<file path="src/rtl/risc_pkg.sv">
// Shared defaults and types for the instruction-fetch/decode path.
package risc_pkg;

  localparam int unsigned INSTR_W_DEFAULT = 16;
  localparam int unsigned DEPTH_DEFAULT   = 4;

  typedef logic [INSTR_W_DEFAULT-1:0] instr_t;

endpackage

</file>
<file path="src/rtl/iq_storage.sv">
// DEPTH x INSTR_W register array for the instruction queue.
// It has one synchronous write port and one asynchronous read port. Contents are not reset.
module iq_storage
  import risc_pkg::*;
#(
  parameter int unsigned INSTR_W = INSTR_W_DEFAULT,
  parameter int unsigned DEPTH   = DEPTH_DEFAULT
) (
  input  logic                       clk,
  input  logic                       we,
  input  logic [$clog2(DEPTH)-1:0]   waddr,
  input  logic [INSTR_W-1:0]         wdata,
  input  logic [$clog2(DEPTH)-1:0]   raddr,
  output logic [INSTR_W-1:0]         rdata
);

  logic [INSTR_W-1:0] mem [DEPTH];

  always_ff @(posedge clk) begin
    if (we) begin
      mem[waddr] <= wdata;
    end
  end

  assign rdata = mem[raddr];

endmodule

</file>
<file path="src/rtl/instr_queue.sv">
// DEPTH-entry instruction queue between fetch and decode. Valid/ready on both sides, synchronous flush.
// The output holds the last delivered instruction. The optional macro IQ_BYPASS_EN adds a same-cycle path from fetch to decode while the queue is empty.
module instr_queue
  import risc_pkg::*;
#(
  parameter int unsigned INSTR_W = INSTR_W_DEFAULT,
  parameter int unsigned DEPTH   = DEPTH_DEFAULT,
  parameter int unsigned CNT_W   = $clog2(DEPTH + 1)
) (
  input  logic               clk,
  input  logic               rst_n,
  input  logic               flush,
  input  logic               fetch_valid,
  output logic               fetch_ready,
  input  logic [INSTR_W-1:0] I_fetch,
  output logic [INSTR_W-1:0] I_decode,
  output logic               decode_valid,
  input  logic               decode_ready,
  output logic [CNT_W-1:0]   count
);

  localparam int unsigned AW = $clog2(DEPTH);

  logic [AW-1:0]      rd_ptr_q;
  logic [AW-1:0]      wr_ptr_q;
  logic [CNT_W-1:0]   count_q;
  logic [INSTR_W-1:0] hold_q;
  logic [INSTR_W-1:0] head_data;
  logic [INSTR_W-1:0] dec_data;
  logic               not_empty;
  logic               bypass;
  logic               push;
  logic               pop;
  logic               mem_pop;
  logic               we;

  assign not_empty   = (count_q != '0);
  assign fetch_ready = (count_q < CNT_W'(DEPTH));

`ifdef IQ_BYPASS_EN
  assign bypass = !not_empty && fetch_valid && !flush;
`else
  assign bypass = 1'b0;
`endif

  assign decode_valid = not_empty || bypass;
  assign push         = fetch_valid && fetch_ready;
  assign pop          = decode_valid && decode_ready;
  assign mem_pop      = pop && not_empty;
  // A bypassed instruction that is consumed in the same cycle never occupies a slot.
  assign we           = push && !flush && !(bypass && decode_ready);

  always_comb begin
    dec_data = hold_q;
    if (not_empty) begin
      dec_data = head_data;
    end else if (bypass) begin
      dec_data = I_fetch;
    end
  end

  assign I_decode = dec_data;
  assign count    = count_q;

  iq_storage #(
    .INSTR_W (INSTR_W),
    .DEPTH   (DEPTH)
  ) u_storage (
    .clk   (clk),
    .we    (we),
    .waddr (wr_ptr_q),
    .wdata (I_fetch),
    .raddr (rd_ptr_q),
    .rdata (head_data)
  );

  always_ff @(posedge clk or negedge rst_n) begin
    if (!rst_n) begin
      wr_ptr_q <= '0;
      rd_ptr_q <= '0;
    end else if (flush) begin
      wr_ptr_q <= '0;
      rd_ptr_q <= '0;
    end else begin
      if (we) begin
        wr_ptr_q <= wr_ptr_q + AW'(1);
      end
      if (mem_pop) begin
        rd_ptr_q <= rd_ptr_q + AW'(1);
      end
    end
  end

  always_ff @(posedge clk or negedge rst_n) begin
    if (!rst_n) begin
      count_q <= '0;
    end else if (flush) begin
      count_q <= '0;
    end else begin
      case ({we, mem_pop})
        2'b10:   count_q <= count_q + CNT_W'(1);
        2'b01:   count_q <= count_q - CNT_W'(1);
        default: count_q <= count_q;
      endcase
    end
  end

  // Latching the displayed value on flush as well as on pop keeps I_decode unchanged once the queue empties.
  always_ff @(posedge clk or negedge rst_n) begin
    if (!rst_n) begin
      hold_q <= '0;
    end else if (flush || pop) begin
      hold_q <= dec_data;
    end
  end

endmodule

</file>
<file path="config.mk">
export PLATFORM = sky130hd
export DESIGN_NAME = instr_queue
export DESIGN_NICKNAME = d
export VERILOG_FILES = /design/src/rtl/risc_pkg.sv /design/src/rtl/iq_storage.sv /design/src/rtl/instr_queue.sv
export SDC_FILE = /design/constraint.sdc
export NUM_CORES = 1
export LEC_CHECK = 0
export CORE_MARGIN = 1
export CORE_UTILIZATION = 25
export DETAILED_ROUTE_END_ITERATION = 10
export GPL_TIMING_DRIVEN = 0
export PLACE_DENSITY = 0.45
export SETUP_SLACK_MARGIN = 0.5
export SYNTH_ARGS = -nofsm -noshare
export SYNTH_HDL_FRONTEND = slang
export SYNTH_HIERARCHICAL = 1
export SYNTH_SLANG_ARGS = --single-unit
</file>
<file path="constraint.sdc">
create_clock -name clk -period 3.4 [get_ports clk]
set_clock_uncertainty 0.05 [all_clocks]
set_input_delay 1.02 -clock clk [delete_from_list [all_inputs] [get_ports clk]]
set_output_delay 1.02 -clock clk [all_outputs]
set_load 0.03 [all_outputs]
</file>
==> qor.json, run 1 <==
{
  "outcome": "finished, final reports clean",
  "syn_area_mm2": 0.003681,
  "totalNegativeSetupSlack_ns": 0,
  "netlist.top_cell.by_area": "sky130_fd_sc_hd__edfxtp_1",
  "synth.top_cells.by_area": "sky130_fd_sc_hd__edfxtp_1, sky130_fd_sc_hd__dfrtp_1, sky130_fd_sc_hd__mux2_2, sky130_fd_sc_hd__mux4_2, sky130_fd_sc_hd__mux4_1",
  "cts.reportedPaths.clkPinSlew_ns": 0.07,
  "htree_levels": 3,
  "total_leakage_power_nw": 1.830,
  "cts.root.buffer_cell": "sky130_fd_sc_hd__clkbuf_16",
  "worstSkewPairLatency_ns": 0.33,
  "worst_ep_required_time_ns": 2.33,
  "detailedPlacementHpwl_mm": 4.544,
  "list_of_most_frequent_post_synthesis_cells": "sky130_fd_sc_hd__edfxtp_1, sky130_fd_sc_hd__dfrtp_1, sky130_fd_sc_hd__mux2_2",
  "synth-edff-count": 64,
  "crit_path_end_kind": "primary output",
  "maximum_number_of_pins_on_one_net_before_global_route_repair": 24,
  "setup_ws_ns": 0.2860,
  "detail_route.iter0.violations": 102,
  "cts-hold-fix-buffers": 0,
  "grt_pass1_wl_mm": 11.35,
  "ys_seq_area_frac": 0.6785,
  "nets": 277,
  "timing_max_transition_violations_final": 0,
  "die-area_mm2": 0.01521,
  "dieWidth_um": 123.3,
  "worst_hold_slack_ns": 0.4575,
  "synth_flop_cell": "sky130_fd_sc_hd__edfxtp_1",
  "routed_via_density": 4.259,
  "firstDrtPassIters": 4,
  "antenna_left": 0,
  "postSynthNetCount": 210,
  "timing.critical_path.from_type": "register",
  "vdd_ir_drop_max_mv": 0.3253,
  "post_layout_min_period_ns": 3.114,
  "place.port_buffers": 39,
  "synth_top_area_share": 0.5221,
  "detail_route.drc_violations": 0,
  "p_total_mw": 4.765,
  "cts_buffers": 9,
  "syn_inst": 188,
  "global_route.overflow_total": 0,
  "hold_path.class": "reg2reg",
  "nFillCells": 1325,
  "grtUsageTotal": 0.1051,
  "core_region_area_mm2": 0.01410,
  "maximum_fanout_along_the_worst_path": 5,
  "cap_violations": 0,
  "first_global_vias": 1916,
  "final_min_period_over_clock_period": 0.9159,
  "timing_hold_violations_final": 0,
  "yosys_warnings": 6,
  "synthesis_stage_register_bit_count": 87,
  "critPathKind": "reg2out",
  "number_of_vias_in_the_routed_layout": 1874,
  "antenna-diode-count": 0,
  "setup_repair_after_global_routing_missed_its_margin": "true",
  "ios": 42,
  "tightest_slew_ns": 1.127,
  "post_drt_wl_per_cell_um": 16.85,
  "postSynth.asyncResetShare": 0.2644,
  "core.rowCount": 43,
  "routabilityCongestion": 0.7193,
  "cts_sinks": 87,
  "clock.fmax_mhz": 321.1,
  "setup_viol": 0,
  "clock_tree_from_tritoncts": "built",
  "pre_cts_ws_ns": -0.06211,
  "synthMostInstantiatedCell": "sky130_fd_sc_hd__edfxtp_1",
  "route.final.wire_length_mm": 7.413,
  "maxSlewHeadroom": 0.2465,
  "p_per_area_mw_per_mm2": 968.1,
  "ratio_of_cells_with_drive_above_1_in_the_final_layout": 0.4346,
  "syn2layout_area_growth_pct": 33.72,
  "yosysUniqueCellTypes": 37,
  "synthesis.area_per_instance_um2": 19.58,
  "number_of_antenna_violations_at_the_first_check_in_global_routing": 0,
  "crit_path_dat_ns": 2.04,
  "clockBufferDepth": 2,
  "start_util": 0.2611,
  "final_core_utilization": 0.3492,
  "die_height_um": 123.3
}
-- cells in the final DEF (no fill, tap or decap), types with 2 or more instances in the layout --
cell type                          n
sky130_fd_sc_hd__nor2_1            5
sky130_fd_sc_hd__xor2_1            4
sky130_fd_sc_hd__and3b_2           2
sky130_fd_sc_hd__dfrtp_1          23
sky130_fd_sc_hd__buf_4            10
sky130_fd_sc_hd__nand3b_1          3
sky130_fd_sc_hd__a21o_1            2
sky130_fd_sc_hd__clkdlybuf4s50_1  21
sky130_fd_sc_hd__mux2_2            7
sky130_fd_sc_hd__clkbuf_16         9
sky130_fd_sc_hd__mux4_2           16
sky130_fd_sc_hd__buf_12            5
sky130_fd_sc_hd__mux2_4           25
sky130_fd_sc_hd__bufinv_16         3
sky130_fd_sc_hd__nand2b_1          2
sky130_fd_sc_hd__clkbuf_1          4
sky130_fd_sc_hd__edfxtp_1         64
sky130_fd_sc_hd__a21oi_1           2
sky130_fd_sc_hd__nand2_1           2
sky130_fd_sc_hd__a211oi_1          3
sky130_fd_sc_hd__buf_6            22
-- metal layers --
| metal | global-route usage | wire (um) |
|---|---|---|
| met1 | 0.1476 | 3654 |
| met2 | 0.1589 | 3446 |
| met3 | 0.01753 | 189 |
| met4 | 0.04744 | 122 |
| met5 | 0 | 0 |
-- critical path, cell delays in order, from the launching register on --
cell and delay [ns]:
sky130_fd_sc_hd__dfrtp_1 0.38, sky130_fd_sc_hd__buf_6 0.15, sky130_fd_sc_hd__buf_12 0.12, sky130_fd_sc_hd__buf_12 0.11
sky130_fd_sc_hd__mux4_2 0.50, sky130_fd_sc_hd__mux2_4 0.31, sky130_fd_sc_hd__buf_6 0.14
-- cell type report --
| type | instances | area (um^2) | share of cell area |
|---|---|---|---|
| Timing Repair Buffer | 56 | 615.6 | 0.1251 |
| Clock buffer | 11 | 232.7 | 0.04728 |
| Inverter | 2 | 10.01 | 0.002034 |
| Sequential cell | 87 | 2497 | 0.5074 |
| Buffer | 11 | 106.4 | 0.02161 |
| Tap cell | 180 | 225.2 | 0.04575 |
| Clock inverter | 5 | 106.4 | 0.02161 |
| Multi-Input combinational cell | 88 | 1129 | 0.2293 |
-- what timing repair did --
| item | in CTS | in global routing |
|---|---|---|
| gates resized for setup | 142 | 5 |
| endpoints found under the setup margin | 66 | 26 |
| buffers inserted | 11 | 4 |
| gates cloned | 1 | 0 |
| pin swaps | 1 | 0 |
-- path summary, 6_finish.rpt --
path,from,to,slack [ns],cells after the start
max,rd_ptr_q[0]$_DFFE_PN0P_,I_decode[14],0.29,6
max in group asynchronous,rst_n,hold_q[9]$_DFFE_PN0P_,1.37,1
min in group asynchronous,rst_n,count[0]$_DFFE_PN0P_,1.24,1
min,hold_q[8]$_DFFE_PN0P_,hold_q[8]$_DFFE_PN0P_,0.46,1
min reg2reg,hold_q[8]$_DFFE_PN0P_,hold_q[8]$_DFFE_PN0P_,0.46,1
max reg2reg,count[0]$_DFFE_PN0P_,count[1]$_DFFE_PN0P_,1.08,7
-- flip-flops by register name, summed over array words and instances (netlist names) --
register and cells:
rd_ptr_q 2, wr_ptr_q 2, u_storage/mem 64, hold_q 16, count 3
-- metrics by stage --
stage	instance area [um^2]	std cells
detailed placement	4323	408
finish	4922	440
global route	4922	440
global placement	4302	407
floorplan	3686	188
CTS	4876	436
-- kinds of logic (layout without fill, tap and decap cells) --
group,Yosys count,in the layout,synth area share
multiplexers,48,48,0.2121
XOR/XNOR,5,5,0.01190
buffers and inverters,13,85,0.02889
flip-flops,87,87,0.6784
AO/OA/AOI/OAI,12,12,0.02651
AND/OR/NAND/NOR,22,22,0.03671
adder cells (fa/ha/maj),1,1,0.005439
-- power breakdown --
part	switching (mW)	internal, mW
clock network	0.399	0.720
logic	1.02	1.22
registers	0.0899	1.32
total	1.51	3.25
Note: power is estimated with default switching activity, not from simulation.
==> inputs of run 2 (changes only) <==
--- a/config.mk
+++ b/config.mk
@@ -5,12 +5,13 @@
 export SDC_FILE = /design/constraint.sdc
 export NUM_CORES = 1
 export LEC_CHECK = 0
+export CAP_MARGIN = 10
 export CORE_MARGIN = 1
-export CORE_UTILIZATION = 25
+export CORE_UTILIZATION = 55
 export DETAILED_ROUTE_END_ITERATION = 10
 export GPL_TIMING_DRIVEN = 0
-export PLACE_DENSITY = 0.45
-export SETUP_SLACK_MARGIN = 0.5
+export PLACE_DENSITY = 0.81
+export SETUP_SLACK_MARGIN = 0.1
 export SYNTH_ARGS = -nofsm -noshare
 export SYNTH_HDL_FRONTEND = slang
 export SYNTH_HIERARCHICAL = 1
==> run 2 against run 1 <==
The run now ends with design-rule violations left. Total power decreased by 17%. Register-to-register slack got worse by 0.30 ns. Cell count decreased by 26%. Sequential cell count unchanged. Global-route usage increased by 11 points. Routed wire length decreased by 8.7%. Maximum frequency decreased by 4.8%. Critical path depth decreased by 1. Non-clock buffer count decreased by 13. First-iteration DRC count increased by 18%. Critical endpoint is now I_decode[10]. Largest power group unchanged.
==> qor.json, run 2 (synthesis results as in run 1) <==
{
  "timing.critical_path.from_type": "register",
  "cts_sinks": {"value": 87, "change": "unchanged"},
  "holdPathStages": {"value": 1, "change": "unchanged"},
  "critical_r2r_capture": "u_storage/mem[0][11]$_DFFE_PP_",
  "r2r.worst_path.cells": {"value": 5, "change": "-2"},
  "detailedPlacementHpwl": {"value": 4.260, "unit": "mm", "change": "-6.2%"},
  "start_util": {"value": 0.5732, "change": "+0.3120"},
  "global_route.overflow_total": {"value": 0, "change": "unchanged"},
  "routed_via_density": {"value": 5.833, "change": "+37%"},
  "place.port_buffers": {"value": 39, "change": "unchanged"},
  "cts-hold-fix-buffers": {"value": 0, "change": "unchanged"},
  "die-area": {"value": 0.007024, "unit": "mm^2", "change": "-54%"},
  "post_drt_wl_per_cell": {"value": 20.88, "unit": "um", "change": "+24%"},
  "p_total": {"value": 3.958, "unit": "mW", "change": "-17%"},
  "ios": {"value": 42, "change": "unchanged"},
  "layout_common_cells": "sky130_fd_sc_hd__edfxtp_1, sky130_fd_sc_hd__dfrtp_1, sky130_fd_sc_hd__clkdlybuf4s50_1, sky130_fd_sc_hd__mux2_2",
  "clock.fmax": {"value": 305.8, "unit": "MHz", "change": "-4.8%"},
  "nets": {"value": 264, "change": "-4.7%"},
  "cts.root.buffer_cell": "sky130_fd_sc_hd__clkbuf_8",
  "detail_route.iter0.violations": {"value": 120, "change": "+18%"},
  "number_of_vias_in_the_routed_layout": {"value": 1890, "change": "+0.85%"},
  "intPower": {"value": 2.580, "unit": "mW", "change": "-21%"},
  "number_of_antenna_violations_at_the_first_check_in_global_routing": {"value": 0, "change": "unchanged"},
  "final_min_period_over_clock_period": {"value": 0.9618, "change": "+0.04592"},
  "use_met2": {"value": 0.3525, "change": "+0.1936"},
  "grtUsageTotal": {"value": 0.2138, "change": "+0.1087"},
  "route.final.wire_length": {"value": 6.765, "unit": "mm", "change": "-8.7%"},
  "failing_checks": "design-rule violations",
  "hold_path.class": "reg2reg",
  "finish.instance_area": {"value": 0.004432, "unit": "mm^2", "change": "-10%"},
  "timing.rr.start": "count[2]$_DFFE_PN0P_",
  "power.share.clock": {"value": 0.198, "change": "-0.037"},
  "syn2layout_area_growth_pct": 20.39,
  "clockBufferDepth": {"value": 2, "change": "unchanged"},
  "final_common_cell": "sky130_fd_sc_hd__edfxtp_1",
  "max_flop_register": "u_storage/mem",
  "p_seq_frac": {"value": 0.355, "change": "+0.060"},
  "antenna_left": {"value": 0, "change": "unchanged"},
  "firstDrtPassIters": {"value": 7, "change": "+3"},
  "dieWidth": {"value": 83.81, "unit": "um", "change": "-32%"},
  "worstSkewPairLatency": {"value": 0.36, "unit": "ns", "change": "+0.03 ns"},
  "grt_pass1_wl": {"value": 10.72, "unit": "mm", "change": "-5.6%"},
  "largest_register_ffs": {"value": 64, "change": "unchanged"},
  "p_sw": {"value": 1.379, "unit": "mW", "change": "-8.9%"},
  "htree_levels": {"value": 3, "change": "unchanged"},
  "post_layout_min_period": {"value": 3.270, "unit": "ns", "change": "+0.1561 ns"},
  "maximum_fanout_along_the_worst_path": {"value": 10, "change": "+5"},
  "gr-usage-met1": {"value": 0.2794, "change": "+0.1318"},
  "maxSlewHeadroom": {"value": 0.3125, "change": "+0.06599"},
  "tightest_slew": {"value": 1.027, "unit": "ns", "change": "-0.09996 ns"},
  "die_height": {"value": 83.81, "unit": "um", "change": "-32%"},
  "post_dp_cell_area": {"value": 0.004184, "unit": "mm^2", "change": "-3.2%"},
  "cap_violations": {"value": 0, "change": "unchanged"},
  "maximum_number_of_pins_on_one_net_before_global_route_repair": {"value": 24, "change": "unchanged"},
  "min_from": "hold_q[12]$_DFFE_PN0P_",
  "setup_repair_after_global_routing_missed_its_margin": "true",
  "routabilityCongestion": {"value": 0.7389, "change": "+2.7%"},
  "core_region_area": {"value": 0.006422, "unit": "mm^2", "change": "-54%"},
  "power_frac_comb": {"value": 0.447, "change": "-0.023"},
  "pre_cts_ws": {"value": -0.006951, "unit": "ns", "change": "+0.05516 ns"},
  "crit_path_end_kind": "primary output",
  "ratio_of_cells_with_drive_above_1_in_the_final_layout": {"value": 0.3401, "change": "-0.09453"},
  "worst_ep_required_time": {"value": 2.33, "unit": "ns", "change": "about the same"},
  "antenna-diode-count": {"value": 0, "change": "unchanged"},
  "whs_endpoint": "hold_q[12]$_DFFE_PN0P_",
  "core.rowCount": {"value": 29, "change": "-33%"},
  "p_per_area": {"value": 893.2, "unit": "mW/mm^2", "change": "-7.7%"},
  "critPathKind": "reg2out",
  "cts_buffers": {"value": 9, "change": "unchanged"},
  "clock_tree_from_tritoncts": "built",
  "vdd_ir_drop_max": {"value": 0.4731, "unit": "mV", "change": "+45%"},
  "timing_hold_violations_final": {"value": 0, "change": "unchanged"},
  "setup_ws": {"value": 0.1299, "unit": "ns", "change": "-0.1561 ns"},
  "first_global_vias": {"value": 1963, "change": "+2.5%"},
  "power_switching_share": {"value": 0.3483, "change": "+0.03084"},
  "grt_use_met3": {"value": 0.04649, "change": "+0.02896"},
  "setup_viol": {"value": 0, "change": "unchanged"},
  "global_route.peak_usage_layer": "met2",
  "outcome": "complete, but fails checks",
  "timing_max_transition_violations_final": {"value": 0, "change": "unchanged"},
  "cts.reportedPaths.clkPinSlew": {"value": 0.08, "unit": "ns", "change": "about the same"},
  "total_leakage_power": {"value": 1.622, "unit": "nW", "change": "-11%"},
  "detail_route.drc_violations": {"value": 4, "change": "+4"},
  "crit_path_dat": {"value": 2.20, "unit": "ns", "change": "+0.16 ns"},
  "worst-r2r-setup-slack": {"value": 0.78, "unit": "ns", "change": "-0.30 ns"}
}
-- run 2: cell count changes in the layout (fill, tap and decap cells not counted), moves of 5 or more --
cell,previous run,this run
sky130_fd_sc_hd__buf_6,22,5
sky130_fd_sc_hd__mux2_2,7,22
sky130_fd_sc_hd__mux2_4,25,10
sky130_fd_sc_hd__clkbuf_8,0,9
sky130_fd_sc_hd__buf_4,10,2
sky130_fd_sc_hd__clkbuf_16,9,1
sky130_fd_sc_hd__mux4_1,0,6
sky130_fd_sc_hd__mux4_2,16,10
sky130_fd_sc_hd__clkdlybuf4s15_2,0,5
sky130_fd_sc_hd__dlygate4sd2_1,1,6
-- run 2: worst max-delay path, cell delays in order, from the launching register on --
cell and delay (ns):
sky130_fd_sc_hd__dfrtp_1 0.38, sky130_fd_sc_hd__buf_6 0.16, sky130_fd_sc_hd__buf_12 0.16, sky130_fd_sc_hd__mux4_2 0.51
sky130_fd_sc_hd__mux2_2 0.29, sky130_fd_sc_hd__clkdlybuf4s15_1 0.34
-- run 2: layout make-up --
| class | count | area, um^2 |
|---|---|---|
| multi-input combinational | 88 | 1082 |
| buffer | 11 | 102.6 |
| tap | 77 | 96.34 |
| fill | 396 | 1991 |
| clock inverter | 7 | 95.09 |
| sequential | 87 | 2497 |
| clock buffer | 9 | 123.9 |
| inverter | 2 | 10.01 |
| timing repair buffer | 43 | 424.2 |
-- run 2: power groups by stage --
stage / registers [mW] / clock network, mW / logic (mW)
global route: 1.43 / 0.830 / 1.88
floorplan: 1.42 / 0 / 1.26
CTS: 1.41 / 0.797 / 1.78
finish: 1.41 / 0.783 / 1.77
detailed placement: 1.43 / 0 / 1.82
global placement: 1.42 / 0 / 1.79
-- run 2: worst max-delay path by stage --
stage / to / start / slack, ns
4_1_cts: I_decode[10] / rd_ptr_q[0]$_DFFE_PN0P_ / 0.09
3_3_place_gp: u_storage/mem[0][0]$_DFFE_PP_ / fetch_valid / -1.15
2_1_floorplan: u_storage/mem[0][0]$_DFFE_PP_ / flush / 0.24
3_5_place_dp: u_storage/mem[0][0]$_DFFE_PP_ / fetch_valid / -0.007
5_1_grt: I_decode[10] / rd_ptr_q[0]$_DFFE_PN0P_ / 0.04
6_report: I_decode[10] / rd_ptr_q[0]$_DFFE_PN0P_ / 0.13
-- run 2: metal layers --
layer	vias to the layer above	wire length [um]
met5	-	0
met4	0	152
met3	15	342
met2	57	3495
met1	961	2774
li1	857	-
-- run 2: metrics by stage --
step,cells,setup TNS [ns],util,hold WS (ns)
2_1_floorplan,188,0,-,0.4236
3_3_place_gp,304,-18.36,0.6489,0.4323
3_5_place_dp,305,-0.05218,0.6515,0.4369
4_1_cts,323,0,0.6879,0.4612
5_1_grt,324,0,0.6900,0.4737
6_report,324,0,0.6900,0.4539
-- run 2: timing repair --
action                                  in CTS  in global routing
setup buffers                                2                  0
endpoints found under the setup margin      16                 11
gates resized for setup                     31                  9
pin swaps                                    1                  1
==> inputs of run 3 (changes only) <==
--- a/config.mk
+++ b/config.mk
@@ -12,6 +12,7 @@
 export GPL_TIMING_DRIVEN = 0
 export PLACE_DENSITY = 0.81
 export SETUP_SLACK_MARGIN = 0.1
+export SLEW_MARGIN = 0
 export SYNTH_ARGS = -nofsm -noshare
 export SYNTH_HDL_FRONTEND = slang
 export SYNTH_HIERARCHICAL = 1
==> results of run 3 <==
The final DEF is identical to that of run 2; final timing and power are the same.
